===== src/rtl/segre_pkg.sv =====
`default_nettype none
// ============================================================================
//  Module      : segre_pkg
//  Description : Shared widths, width helpers and types for the
//                set-associative tag store.
//  Revision    : 1.0 - initial release
// ============================================================================
package segre_pkg;

  // Width helpers, usable in parameter expressions of any instantiation.
  function automatic int calc_off_w(input int line_bytes);
    return $clog2(line_bytes);
  endfunction

  function automatic int calc_idx_w(input int num_sets);
    return $clog2(num_sets);
  endfunction

  function automatic int calc_way_w(input int num_ways);
    return $clog2(num_ways);
  endfunction

  function automatic int calc_tag_w(input int addr_width, input int num_sets,
                                    input int line_bytes);
    return addr_width - $clog2(num_sets) - $clog2(line_bytes);
  endfunction

  // Default geometry.
  localparam int DEF_ADDR_WIDTH = 32;
  localparam int DEF_NUM_SETS   = 8;
  localparam int DEF_NUM_WAYS   = 4;
  localparam int DEF_LINE_BYTES = 16;

  localparam int DEF_OFF_W = calc_off_w(DEF_LINE_BYTES);
  localparam int DEF_IDX_W = calc_idx_w(DEF_NUM_SETS);
  localparam int DEF_WAY_W = calc_way_w(DEF_NUM_WAYS);
  localparam int DEF_TAG_W = calc_tag_w(DEF_ADDR_WIDTH, DEF_NUM_SETS, DEF_LINE_BYTES);

  typedef logic [DEF_TAG_W-1:0]    tag_t;
  typedef logic [DEF_IDX_W-1:0]    idx_t;
  typedef logic [DEF_WAY_W-1:0]    way_t;
  typedef logic [DEF_NUM_WAYS-2:0] plru_t;

  typedef enum logic [0:0] {
    IDLE  = 1'b0,
    FLUSH = 1'b1
  } flush_state_e;

endpackage
`default_nettype wire


===== src/rtl/segre_cache_tags_assoc_if.sv =====
`default_nettype none
// ============================================================================
//  Module      : segre_cache_tags_assoc_if
//  Description : Lookup / fill / invalidate / flush bundle of the tag store.
//                slave is the tag store side, master the controller side.
//  Revision    : 1.0 - initial release
// ============================================================================
interface segre_cache_tags_assoc_if
  import segre_pkg::*;
#(
  parameter int ADDR_WIDTH = DEF_ADDR_WIDTH,
  parameter int NUM_SETS   = DEF_NUM_SETS,
  parameter int NUM_WAYS   = DEF_NUM_WAYS,
  parameter int LINE_BYTES = DEF_LINE_BYTES
) ();

  localparam int TAG_W = calc_tag_w(ADDR_WIDTH, NUM_SETS, LINE_BYTES);
  localparam int WAY_W = calc_way_w(NUM_WAYS);

  logic [ADDR_WIDTH-1:0] lookup_addr_i;
  logic                  lookup_valid_i;
  logic                  hit_o;
  logic [WAY_W-1:0]      hit_way_o;
  logic [WAY_W-1:0]      victim_way_o;
  logic                  victim_valid_o;
  logic [TAG_W-1:0]      victim_tag_o;
  logic                  fill_en_i;
  logic [ADDR_WIDTH-1:0] fill_addr_i;
  logic [WAY_W-1:0]      fill_way_i;
  logic                  inv_en_i;
  logic [ADDR_WIDTH-1:0] inv_addr_i;
  logic                  flush_i;
  logic                  flush_busy_o;

  modport slave (
    input  lookup_addr_i, lookup_valid_i, fill_en_i, fill_addr_i, fill_way_i,
           inv_en_i, inv_addr_i, flush_i,
    output hit_o, hit_way_o, victim_way_o, victim_valid_o, victim_tag_o,
           flush_busy_o
  );

  modport master (
    output lookup_addr_i, lookup_valid_i, fill_en_i, fill_addr_i, fill_way_i,
           inv_en_i, inv_addr_i, flush_i,
    input  hit_o, hit_way_o, victim_way_o, victim_valid_o, victim_tag_o,
           flush_busy_o
  );

endinterface
`default_nettype wire


===== src/rtl/segre_plru_tree.sv =====
`default_nettype none
// ============================================================================
//  Module      : segre_plru_tree
//  Description : Combinational tree pseudo-LRU for one set. Node n has
//                children 2n+1 (lower half) and 2n+2 (upper half); a node
//                bit of 0 points the victim into the lower half.
//  Revision    : 1.0 - initial release
// ============================================================================
module segre_plru_tree
  import segre_pkg::*;
#(
  parameter  int NUM_WAYS = DEF_NUM_WAYS,
  localparam int WAY_W    = calc_way_w(NUM_WAYS)
) (
  input  logic [NUM_WAYS-2:0] plru_i,
  input  logic [WAY_W-1:0]    access_way_i,
  output logic [WAY_W-1:0]    victim_way_o,
  output logic [NUM_WAYS-2:0] plru_nxt_o
);

  int   w_vic_node;
  logic w_vic_bit;
  int   w_upd_node;
  logic w_upd_bit;

  // Follow each node's pointer from the root; the bits taken form the victim way.
  always_comb begin
    victim_way_o = '0;
    w_vic_node   = 0;
    w_vic_bit    = 1'b0;
    for (int lvl = 0; lvl < WAY_W; lvl++) begin
      w_vic_bit = 1'b0;
      for (int n = 0; n < NUM_WAYS - 1; n++) begin
        if (n == w_vic_node) w_vic_bit = plru_i[n];
      end
      victim_way_o[WAY_W-1-lvl] = w_vic_bit;
      w_vic_node = 2 * w_vic_node + 1 + int'(w_vic_bit);
    end
  end

  // Along the accessed way's path, point every node at the other half.
  always_comb begin
    plru_nxt_o = plru_i;
    w_upd_node = 0;
    w_upd_bit  = 1'b0;
    for (int lvl = 0; lvl < WAY_W; lvl++) begin
      w_upd_bit = access_way_i[WAY_W-1-lvl];
      for (int n = 0; n < NUM_WAYS - 1; n++) begin
        if (n == w_upd_node) plru_nxt_o[n] = ~w_upd_bit;
      end
      w_upd_node = 2 * w_upd_node + 1 + int'(w_upd_bit);
    end
  end

endmodule
`default_nettype wire


===== src/rtl/segre_cache_tags_assoc.sv =====
`default_nettype none
// ============================================================================
//  Module      : segre_cache_tags_assoc
//  Description : N-way set-associative tag store with per-line valid bits,
//                tree pseudo-LRU replacement, single-line invalidate and a
//                one-set-per-cycle flush-all sequencer.
//  Revision    : 1.0 - initial release
// ============================================================================
module segre_cache_tags_assoc
  import segre_pkg::*;
#(
  parameter int ADDR_WIDTH = DEF_ADDR_WIDTH,
  parameter int NUM_SETS   = DEF_NUM_SETS,
  parameter int NUM_WAYS   = DEF_NUM_WAYS,
  parameter int LINE_BYTES = DEF_LINE_BYTES
) (
  input  logic                     clk_i,
  input  logic                     rsn_i,
  segre_cache_tags_assoc_if.slave  bus
);

  localparam int OFF_W  = calc_off_w(LINE_BYTES);
  localparam int IDX_W  = calc_idx_w(NUM_SETS);
  localparam int TAG_W  = calc_tag_w(ADDR_WIDTH, NUM_SETS, LINE_BYTES);
  localparam int WAY_W  = calc_way_w(NUM_WAYS);
  localparam int PLRU_W = NUM_WAYS - 1;
  localparam logic [IDX_W-1:0] LAST_SET = IDX_W'(NUM_SETS - 1);

  // Storage, indexed by set.
  logic [TAG_W-1:0]    r_tag   [NUM_SETS][NUM_WAYS];
  logic [NUM_WAYS-1:0] r_valid [NUM_SETS];
  logic [PLRU_W-1:0]   r_plru  [NUM_SETS];

  flush_state_e     r_state, w_state_nxt;
  logic [IDX_W-1:0] r_cnt, w_cnt_nxt;
  logic             w_busy;

  // Address fields.
  logic [IDX_W-1:0] w_lk_idx, w_fill_idx, w_inv_idx;
  logic [TAG_W-1:0] w_lk_tag, w_fill_tag, w_inv_tag;

  assign w_lk_idx   = bus.lookup_addr_i[OFF_W +: IDX_W];
  assign w_lk_tag   = bus.lookup_addr_i[ADDR_WIDTH-1 -: TAG_W];
  assign w_fill_idx = bus.fill_addr_i[OFF_W +: IDX_W];
  assign w_fill_tag = bus.fill_addr_i[ADDR_WIDTH-1 -: TAG_W];
  assign w_inv_idx  = bus.inv_addr_i[OFF_W +: IDX_W];
  assign w_inv_tag  = bus.inv_addr_i[ADDR_WIDTH-1 -: TAG_W];

  logic             w_lk_match, w_inv_match, w_has_free;
  logic [WAY_W-1:0] w_lk_way, w_inv_way, w_free_way, w_victim_way;
  logic [WAY_W-1:0] w_plru_victim, w_fill_victim_unused;
  logic [PLRU_W-1:0] w_lk_plru_nxt, w_fill_plru_nxt;

  // Lookup tag compare; scanning downward leaves the lowest matching way.
  always_comb begin
    w_lk_match = 1'b0;
    w_lk_way   = '0;
    for (int w = NUM_WAYS - 1; w >= 0; w--) begin
      if (r_valid[w_lk_idx][w] && (r_tag[w_lk_idx][w] == w_lk_tag)) begin
        w_lk_match = 1'b1;
        w_lk_way   = WAY_W'(w);
      end
    end
  end

  // Invalidate tag compare in the invalidate set.
  always_comb begin
    w_inv_match = 1'b0;
    w_inv_way   = '0;
    for (int w = NUM_WAYS - 1; w >= 0; w--) begin
      if (r_valid[w_inv_idx][w] && (r_tag[w_inv_idx][w] == w_inv_tag)) begin
        w_inv_match = 1'b1;
        w_inv_way   = WAY_W'(w);
      end
    end
  end

  // Lowest-index empty way in the lookup set takes priority over PLRU.
  always_comb begin
    w_has_free = 1'b0;
    w_free_way = '0;
    for (int w = NUM_WAYS - 1; w >= 0; w--) begin
      if (!r_valid[w_lk_idx][w]) begin
        w_has_free = 1'b1;
        w_free_way = WAY_W'(w);
      end
    end
  end

  segre_plru_tree #(.NUM_WAYS(NUM_WAYS)) u_plru_lookup (
    .plru_i       (r_plru[w_lk_idx]),
    .access_way_i (w_lk_way),
    .victim_way_o (w_plru_victim),
    .plru_nxt_o   (w_lk_plru_nxt)
  );

  segre_plru_tree #(.NUM_WAYS(NUM_WAYS)) u_plru_fill (
    .plru_i       (r_plru[w_fill_idx]),
    .access_way_i (bus.fill_way_i),
    .victim_way_o (w_fill_victim_unused),
    .plru_nxt_o   (w_fill_plru_nxt)
  );

  assign w_busy       = (r_state == FLUSH);
  assign w_victim_way = w_has_free ? w_free_way : w_plru_victim;

  assign bus.hit_o          = w_lk_match & ~w_busy;
  assign bus.hit_way_o      = bus.hit_o ? w_lk_way : '0;
  assign bus.victim_way_o   = w_victim_way;
  assign bus.victim_valid_o = ~w_has_free & ~w_busy;
  assign bus.victim_tag_o   = r_tag[w_lk_idx][w_victim_way];
  assign bus.flush_busy_o   = w_busy;

  // Line-offset bits never take part in tag/index decoding.
  logic w_unused;
  assign w_unused = ^{bus.lookup_addr_i[OFF_W-1:0], bus.fill_addr_i[OFF_W-1:0],
                      bus.inv_addr_i[OFF_W-1:0], w_fill_victim_unused};

  // Flush sequencer state and set counter.
  always_ff @(posedge clk_i or negedge rsn_i) begin
    if (!rsn_i) begin
      r_state <= IDLE;
      r_cnt   <= '0;
    end else begin
      r_state <= w_state_nxt;
      r_cnt   <= w_cnt_nxt;
    end
  end

  // Walk every set exactly once per flush, then return to idle.
  always_comb begin
    w_state_nxt = r_state;
    w_cnt_nxt   = r_cnt;
    case (r_state)
      IDLE: begin
        if (bus.flush_i) begin
          w_state_nxt = FLUSH;
          w_cnt_nxt   = '0;
        end
      end
      FLUSH: begin
        if (r_cnt == LAST_SET) begin
          w_state_nxt = IDLE;
          w_cnt_nxt   = '0;
        end else begin
          w_cnt_nxt = r_cnt + 1'b1;
        end
      end
      default: begin
        w_state_nxt = IDLE;
        w_cnt_nxt   = '0;
      end
    endcase
  end

  // Array update: flush clears one set per cycle and blocks everything else;
  // otherwise invalidate, lookup MRU, then fill, so the fill's writes win.
  always_ff @(posedge clk_i or negedge rsn_i) begin
    if (!rsn_i) begin
      for (int s = 0; s < NUM_SETS; s++) begin
        r_valid[s] <= '0;
        r_plru[s]  <= '0;
        for (int w = 0; w < NUM_WAYS; w++) begin
          r_tag[s][w] <= '0;
        end
      end
    end else if (w_busy) begin
      r_valid[r_cnt] <= '0;
      r_plru[r_cnt]  <= '0;
    end else begin
      if (bus.inv_en_i && w_inv_match) begin
        r_valid[w_inv_idx][w_inv_way] <= 1'b0;
      end
      if (bus.lookup_valid_i && w_lk_match) begin
        r_plru[w_lk_idx] <= w_lk_plru_nxt;
      end
      if (bus.fill_en_i) begin
        r_tag[w_fill_idx][bus.fill_way_i]   <= w_fill_tag;
        r_valid[w_fill_idx][bus.fill_way_i] <= 1'b1;
        r_plru[w_fill_idx]                  <= w_fill_plru_nxt;
      end
    end
  end

endmodule
`default_nettype wire


===== src/flat_wrapper.sv =====
// flat-port wrapper written by rule: the top's interface ports become plain ports
module segre_cache_tags_assoc_flat import segre_pkg::*;
#(
  parameter int ADDR_WIDTH = DEF_ADDR_WIDTH,
  parameter int NUM_SETS   = DEF_NUM_SETS,
  parameter int NUM_WAYS   = DEF_NUM_WAYS,
  parameter int LINE_BYTES = DEF_LINE_BYTES
)
  (clk_i, rsn_i, bus_lookup_addr_i, bus_lookup_valid_i, bus_fill_en_i, bus_fill_addr_i, bus_fill_way_i, bus_inv_en_i, bus_inv_addr_i, bus_flush_i, bus_hit_o, bus_hit_way_o, bus_victim_way_o, bus_victim_valid_o, bus_victim_tag_o, bus_flush_busy_o);
  segre_cache_tags_assoc_if #(.ADDR_WIDTH(ADDR_WIDTH), .NUM_SETS(NUM_SETS), .NUM_WAYS(NUM_WAYS), .LINE_BYTES(LINE_BYTES)) bus_i ();
  input  logic clk_i;
  input  logic rsn_i;
  input wire logic [$bits(bus_i.lookup_addr_i)-1:0] bus_lookup_addr_i;
  input wire logic [$bits(bus_i.lookup_valid_i)-1:0] bus_lookup_valid_i;
  input wire logic [$bits(bus_i.fill_en_i)-1:0] bus_fill_en_i;
  input wire logic [$bits(bus_i.fill_addr_i)-1:0] bus_fill_addr_i;
  input wire logic [$bits(bus_i.fill_way_i)-1:0] bus_fill_way_i;
  input wire logic [$bits(bus_i.inv_en_i)-1:0] bus_inv_en_i;
  input wire logic [$bits(bus_i.inv_addr_i)-1:0] bus_inv_addr_i;
  input wire logic [$bits(bus_i.flush_i)-1:0] bus_flush_i;
  output wire logic [$bits(bus_i.hit_o)-1:0] bus_hit_o;
  output wire logic [$bits(bus_i.hit_way_o)-1:0] bus_hit_way_o;
  output wire logic [$bits(bus_i.victim_way_o)-1:0] bus_victim_way_o;
  output wire logic [$bits(bus_i.victim_valid_o)-1:0] bus_victim_valid_o;
  output wire logic [$bits(bus_i.victim_tag_o)-1:0] bus_victim_tag_o;
  output wire logic [$bits(bus_i.flush_busy_o)-1:0] bus_flush_busy_o;
  assign bus_i.lookup_addr_i = bus_lookup_addr_i;
  assign bus_i.lookup_valid_i = bus_lookup_valid_i;
  assign bus_i.fill_en_i = bus_fill_en_i;
  assign bus_i.fill_addr_i = bus_fill_addr_i;
  assign bus_i.fill_way_i = bus_fill_way_i;
  assign bus_i.inv_en_i = bus_inv_en_i;
  assign bus_i.inv_addr_i = bus_inv_addr_i;
  assign bus_i.flush_i = bus_flush_i;
  assign bus_hit_o = bus_i.hit_o;
  assign bus_hit_way_o = bus_i.hit_way_o;
  assign bus_victim_way_o = bus_i.victim_way_o;
  assign bus_victim_valid_o = bus_i.victim_valid_o;
  assign bus_victim_tag_o = bus_i.victim_tag_o;
  assign bus_flush_busy_o = bus_i.flush_busy_o;
  segre_cache_tags_assoc #(.ADDR_WIDTH(ADDR_WIDTH), .NUM_SETS(NUM_SETS), .NUM_WAYS(NUM_WAYS), .LINE_BYTES(LINE_BYTES)) u_core (.clk_i(clk_i), .rsn_i(rsn_i), .bus(bus_i));
endmodule

===== config.mk =====
export PLATFORM = sky130hd
export DESIGN_NAME = segre_cache_tags_assoc_flat
export DESIGN_NICKNAME = d
export VERILOG_FILES = /design/src/rtl/segre_pkg.sv /design/src/rtl/segre_cache_tags_assoc_if.sv /design/src/rtl/segre_plru_tree.sv /design/src/rtl/segre_cache_tags_assoc.sv /design/src/flat_wrapper.sv
export SDC_FILE = /design/constraint.sdc
export NUM_CORES = 2
export LEC_CHECK = 0
export BUFFER_PORTS_ARGS = -buffer_cell sky130_fd_sc_hd__buf_2
export CAP_MARGIN = 20
export CORE_ASPECT_RATIO = 1.1
export CORE_MARGIN = 8
export CORE_UTILIZATION = 52
export CTS_CLUSTER_SIZE = 14
export DETAILED_ROUTE_END_ITERATION = 6
export PLACE_DENSITY_LB_ADDON = 0.05
export SLEW_MARGIN = 20
export SYNTH_ARGS = -nofsm -noshare
export SYNTH_HDL_FRONTEND = slang
export SYNTH_SLANG_ARGS = --single-unit

===== constraint.sdc =====
create_clock -name clk_i -period 3.6 [get_ports clk_i]
set_input_delay 0.18 -clock clk_i [delete_from_list [all_inputs] [get_ports clk_i]]
set_output_delay 0.18 -clock clk_i [all_outputs]
set_load 0.05 [all_outputs]

### Word-level counts from Yosys, hierarchy flattened

Index checks and enable logic that the tools add are counted.
Widths: inputs -> output; s select.

| word-level totals | value |
|---|---|
| bits in registers | 860 |
| bits in latches | 0 |
| bits in writable memories | 0 |
| ROM bits | 0 |
| bits of input ports | 104 |
| word-level logic and storage cells | 220 |
| memories kept | 0 |

| operators by class | value |
|---|---|
| add/subtract/negate cells | 4 |
| multiply operators | 0 |
| div/mod/pow operators | 0 |
| $lt $le $gt $ge | 15 |
| eq/ne operators | 16 |
| shift operators | 0 |
| mux-type cells | 93 |
| bitwise logic cells | 21 |
| reductions and logical operators | 21 |

Operators by type and width:

| cell | number |
|---|---|
| $bwmux 800 | 1 |
| $bmux 100 s3 | 2 |
| $mux 100 | 5 |
| $demux 100 s3 | 1 |
| $eq 25x25->1 | 8 |
| $mux 32 | 4 |
| $logic_not 32->1 | 3 |
| $mux 24 | 4 |
| $mux 25 | 3 |
| $and 32x32->32 | 2 |
| $not 32->32 | 2 |
| $bmux 25 s2 | 1 |
| $demux 25 s2 | 1 |
| $bwmux 24 | 2 |
| $demux 4 s3 | 3 |
| $eq 2x32->1 const A | 1 |
| $eq 3x32->1 const A | 1 |
| $or 32x32->32 | 1 |
| $mux 2 | 14 |
| $mux 4 | 7 |
| $demux 3 s3 | 3 |
| $mux 3 | 9 |
| $mux 1 | 25 |
| $and 24x24->24 | 1 |
| 24 further kinds | 66 |

### Longest topological paths before layout

| logic depth | value |
|---|---|
| depth after elaboration | 23 |
| gate-level depth with buffers | 16 |
| gate-level depth less buffers | 9 |

### Cells and area by module

From an unflattened synthesis, not the netlist that was laid out.

| unflattened totals | value |
|---|---|
| cells, all modules | 3963 |
| area total of the unflattened synthesis | 50121.8 um^2 |

By module, submodules not included:

| module | instances | cells an instance | area each (um^2) |
|---|---|---|---|
| segre_cache_tags_assoc | 1 | 3945 | 50021.7 |
| segre_plru_tree | 2 | 9 | 50.0 |

### Least setup slack after synthesis

Ideal clock, no wire load.

| path | value |
|---|---|
| path kind | input to output |
| start | in bus_lookup_addr_i[4] |
| end | out bus_hit_way_o[1] |
| data arrival time | 4132 ps |
| slack | -712 ps |
| cell stages on the path | 11 |
| path through | buf_4 buf_4 mux4_2 mux2i_1 xnor2_1 nand4_1 or4b_1 nor4_2 buf_2 nor2_1 nor4_1 |

| on the way | value |
|---|---|
| cells in the longest elaborated chain, start to end | 12 |
| elaborated cells between the ends (all ways) | 25 |
| those cells by class | eq/ne (4); mux (15); bitwise (2); reduce/logical (4) |

Ends and longest elaborated chain:

| what | RTL line | RTL |
|---|---|---|
| start: declaration | flat_wrapper.sv:13 | `input wire logic [$bits(bus_i.lookup_addr_i)-1:0] bus_lookup_addr_i;` |
| $not 3->4 (not written as such) * | segre_cache_tags_assoc.sv:59 | `if (r_valid[w_lk_idx][w] && (r_tag[w_lk_idx][w] == w_lk_tag)) begin` |
| $bmux 100 s3 | segre_cache_tags_assoc.sv:59 |  |
| $mux 100 (not written as such) (2 in a row) | segre_cache_tags_assoc.sv:59 |  |
| $eq 25x25->1 | segre_cache_tags_assoc.sv:59 |  |
| $logic_and 1x1->1 | segre_cache_tags_assoc.sv:59 |  |
| $mux 1 (4 in a row) | segre_cache_tags_assoc.sv:59 |  |
| $and 1x1->1 | segre_cache_tags_assoc.sv:107 | `assign bus.hit_o = w_lk_match & ~w_busy;` |
| $mux 2 * | segre_cache_tags_assoc.sv:108 | `assign bus.hit_way_o = bus.hit_o ? w_lk_way : '0;` |
| end: declaration | flat_wrapper.sv:22 | `output wire logic [$bits(bus_i.hit_way_o)-1:0] bus_hit_way_o;` |

Every way passes the cells marked *; elsewhere a longest branch is shown, timed or not. The select of a mux whose other input is x is not followed.

### Worst setup path after layout

| path | value |
|---|---|
| start | reg u_core.r_tag[133] (netlist bit) |
| end | out bus_hit_way_o[1] |

| on the way | value |
|---|---|
| cells in the longest elaborated chain, start to end | 10 |
| elaborated cells between the ends (all ways) | 13 |
| those cells by class | eq/ne (1); mux (10); bitwise (1); reduce/logical (1) |

Ends and longest elaborated chain:

| what | RTL line | RTL |
|---|---|---|
| start: declaration | segre_cache_tags_assoc.sv:30 | `logic [TAG_W-1:0] r_tag [NUM_SETS][NUM_WAYS];` |
| start signal: indexed assignment | segre_cache_tags_assoc.sv:178 | `r_tag[w_fill_idx][bus.fill_way_i] <= w_fill_tag;` |
| $bmux 100 s3 * | segre_cache_tags_assoc.sv:59 |  |
| $mux 100 * | - |  |
| $mux 100 (not written as such) * | segre_cache_tags_assoc.sv:59 |  |
| $eq 25x25->1 * | segre_cache_tags_assoc.sv:59 |  |
| $logic_and 1x1->1 * | segre_cache_tags_assoc.sv:59 |  |
| $mux 1 (3 in a row) | segre_cache_tags_assoc.sv:59 |  |
| $and 1x1->1 | segre_cache_tags_assoc.sv:107 |  |
| $mux 2 * | segre_cache_tags_assoc.sv:108 |  |

Marked as above.

==> results.sh <==
export IMPL_cp_start_kind="flip-flop"
export IMPL_numCtsBuffers=97
export IMPL_yosys_cell_count_top_type="mux2_2"
export IMPL_r2r_start="u_core.r_tag[81]"
export IMPL_outcome="complete, but fails checks"
export IMPL_crit_fanout=3
export IMPL_insertion_delay_ns=0.71
export IMPL_rrSetupSlack_ns=0.03
export IMPL_finalCritPeriodShare=1.13
export IMPL_cts_root_buf="clkbuf_16"
export IMPL_die_x_um=314
export IMPL_ys_warn_count=0
export IMPL_vias=41800
export IMPL_first_pass_iters=7
export IMPL_std_cell_rows=120
export IMPL_drv_slew=0
export IMPL_synthesis_nets=4197
export IMPL_yosysTopAreaCell="dfrtp_1"
export IMPL_finalPower_mw=33.8
export IMPL_drc=0
export IMPL_crit_family="simple AND/OR/NAND/NOR gates"
export IMPL_hold_path_class="in -> reg"
export IMPL_synthTopCellsByCount="1,023 x mux2_2, 860 x dfrtp_1, 220 x mux4_2"
export IMPL_drt_first_iter_violations=5276
export IMPL_final_hold_viol_count=0
export IMPL_start_util=0.524
export IMPL_synth_top_cell_area_share=0.422
export IMPL_critPathArrivalTime_ns=3.89
export IMPL_gp_congestion=1.08
export IMPL_worstPathRequired_ns=3.42
export IMPL_ios=136
export IMPL_ys_ff_latch=860
export IMPL_crit_slowest_cell="or4_1"
export IMPL_grt_max_degree=96
export IMPL_crit_end="bus_hit_way_o[1]"
export IMPL_tightest_slew_ns=1.03
export IMPL_clk_pin_slew_worst_paths_ns=0.06
export IMPL_cts_tree="built"
export IMPL_power_per_cell_area_nw_per_um2=542
export IMPL_crit_start="u_core.r_tag[133]"
export IMPL_finalSetupViolCount=7
export IMPL_async_flop_share=1.00
export IMPL_worst_slack_ns=-0.467
export IMPL_area_growth_pct=22.4
export IMPL_antenna_found_initial=21
export IMPL_clk_path_buf_depth=3
export IMPL_drv_cap=0
export IMPL_rsz0062_at_grt="yes"
export IMPL_die_y_um=344
export IMPL_grt_pass1_vias=41300
export IMPL_synthDistinctLibCells=81
export IMPL_hold_ws_ns=0.0609
export IMPL_viasPerCell=6.93
export IMPL_syn_cell_area_um2=51000
export IMPL_maxSlewHeadroom=0.306
export IMPL_wire_per_inst_um=37.2
export IMPL_clkSinkCount=860
export IMPL_ant_nets=0
export IMPL_skew_ns=0.0225
export IMPL_synth_flop_cell="dfrtp_1"
export IMPL_crit_type="reg -> out"
export IMPL_max_stage_delay_ns=0.60
export IMPL_core_area_um2=97300
export IMPL_io_buffers=123
export IMPL_totalWireLength_um=224000
export IMPL_crit_chain="mux2_2 -> o22ai_1 -> or3_1 -> nand4_1 -> or4_1 -> nor4_4 -> buf_6 -> nor2_4 -> nor4_2 -> bufbuf_16"
export IMPL_critical_path_reg2reg_endpoint="u_core.r_valid[13]"
export IMPL_p_leak_nw=28.6
export IMPL_violations="setup timing"
export IMPL_synth_area_top_cells="dfrtp_1 42%, mux2_2 23%, mux4_2 9.7%"
export IMPL_worstRegToRegCells=13
export IMPL_htreeDepth=3
export IMPL_grt_pass1_wl_um=316000
export IMPL_cp_depth=10
export IMPL_place_ws_ns=-0.938
export IMPL_synth_edf_count=0
export IMPL_avgSynthCellArea_um2=12.5
export IMPL_globalRouteTotalUtil=0.408
export IMPL_period_needed_ns=4.07
export IMPL_netlist_instances=4091
export IMPL_place_hpwl_um=160000
export IMPL_cp_num_buf_inv=2
export IMPL_die_area_um2=108000
export IMPL_final_nets=4763
export IMPL_endpoint_kind="output pin"
export IMPL_grt_overflow_total=0
export IMPL_layout_drive_gt1_share=0.501
export IMPL_vdd_ir_drop_max_v=0.000506
export IMPL_max_freq_ghz=0.246
export IMPL_yosysSeqAreaShare=0.422
==> cells by family (layout without fill, tap and decap cells) <==
kind of cell             count (synthesis)  after routing  share of synthesized area
flip-flops                             860            860                      0.422
other                                    0             12                          0
buffers and inverters                  416           1060                     0.0380
XOR/XNOR                               145            145                     0.0249
AND/OR/NAND/NOR                        599            599                     0.0630
AO/OA/AOI/OAI                          625            625                     0.0884
multiplexers                          1444           1444                      0.363
adder cells (fa/ha/maj)                  2              2                   0.000491
==> metal layers <==
| metal | vias to the layer above | global-route usage | part of all wire |
|---|---|---|---|
| li1 | 16800 | - | - |
| met4 | 20 | 0.250 | 0.072 |
| met2 | 2516 | 0.596 | 0.43 |
| met3 | 672 | 0.104 | 0.10 |
| met5 | - | 0 | 0.00064 |
| met1 | 21800 | 0.544 | 0.39 |
==> placed cells by master (no fill, tap or decap), types with 89 or more instances in the layout <==
cell,n
mux2_2,1020
dfrtp_1,860
buf_4,612
mux4_2,220
mux2i_1,192
nand2_1,122
o22ai_1,102
buf_12,102
clkbuf_16,99
buf_2,89
==> repair_timing <==
item | 4_1_cts | 5_1_grt
endpoints found under the hold margin | 74 | 0
cloned | 1 | 0
hold buffers | 4 | 0
setup buffers | 19 | 7
pin swaps | 18 | 14
endpoints found under the setup margin | 80 | 81
gates resized for setup | 78 | 57
==> final cells by class <==
| cell class | instances | area [µm²] |
|---|---|---|
| antenna | 12 | 30.0 |
| clock buffer | 140 | 2810 |
| clock inverter | 37 | 423 |
| fill | 7718 | 34900 |
| inverter | 43 | 164 |
| multi-input combinational | 2815 | 28300 |
| sequential | 860 | 21500 |
| tap | 1281 | 1600 |
| timing repair buffer | 840 | 7550 |
==> worst reg2reg max path: cells and delay by family (launching register included) <==
kind / cells / cell delay, ns
simple gates: 5 / 1.24
buf+inv: 4 / 0.69
mux: 2 / 0.65
flops: 1 / 0.41
xor+xnor: 1 / 0.26
compound gates: 1 / 0.22
==> sequential cells by signal (all words and copies together), names as in the netlist <==
name / flops
u_core.bus.flush_busy_o: 1
u_core.r_cnt: 3
u_core.r_plru: 24
u_core.r_tag: 800
u_core.r_valid: 32
==> through the flow <==
step	utilization	cells	TNS [ns]	cell area, µm²
4_1_cts	0.637	6010	-1.38	62000
2_1_floorplan	-	4091	-0.695	51000
6_report	0.641	6028	-1.46	62400
3_5_place_dp	0.598	5810	-40.23	58200
5_1_grt	0.641	6018	-2.20	62300
3_3_place_gp	0.598	5810	-52.21	58200
==> power breakdown <==
part	internal [mW]	switching, mW
combinational	5.05	5.35
sequential	11.5	1.64
clock	5.93	4.30
==> worst min path at each step <==
stage | startpoint | end | slack [ns] | cells after the start
finish | bus_fill_addr_i[27] | u_core.r_tag[295] | 0.06 | 3
global route | bus_fill_addr_i[27] | u_core.r_tag[295] | 0.14 | 3
CTS | bus_fill_addr_i[27] | u_core.r_tag[295] | 0.02 | 3
detailed placement | rsn_i | u_core.r_plru[18] | 0.30 | 1
global placement | rsn_i | u_core.r_plru[18] | 0.29 | 1
floorplan | rsn_i | u_core.bus.flush_busy_o | -0.12 | 0
Note: power is estimated with default switching activity, not from simulation.
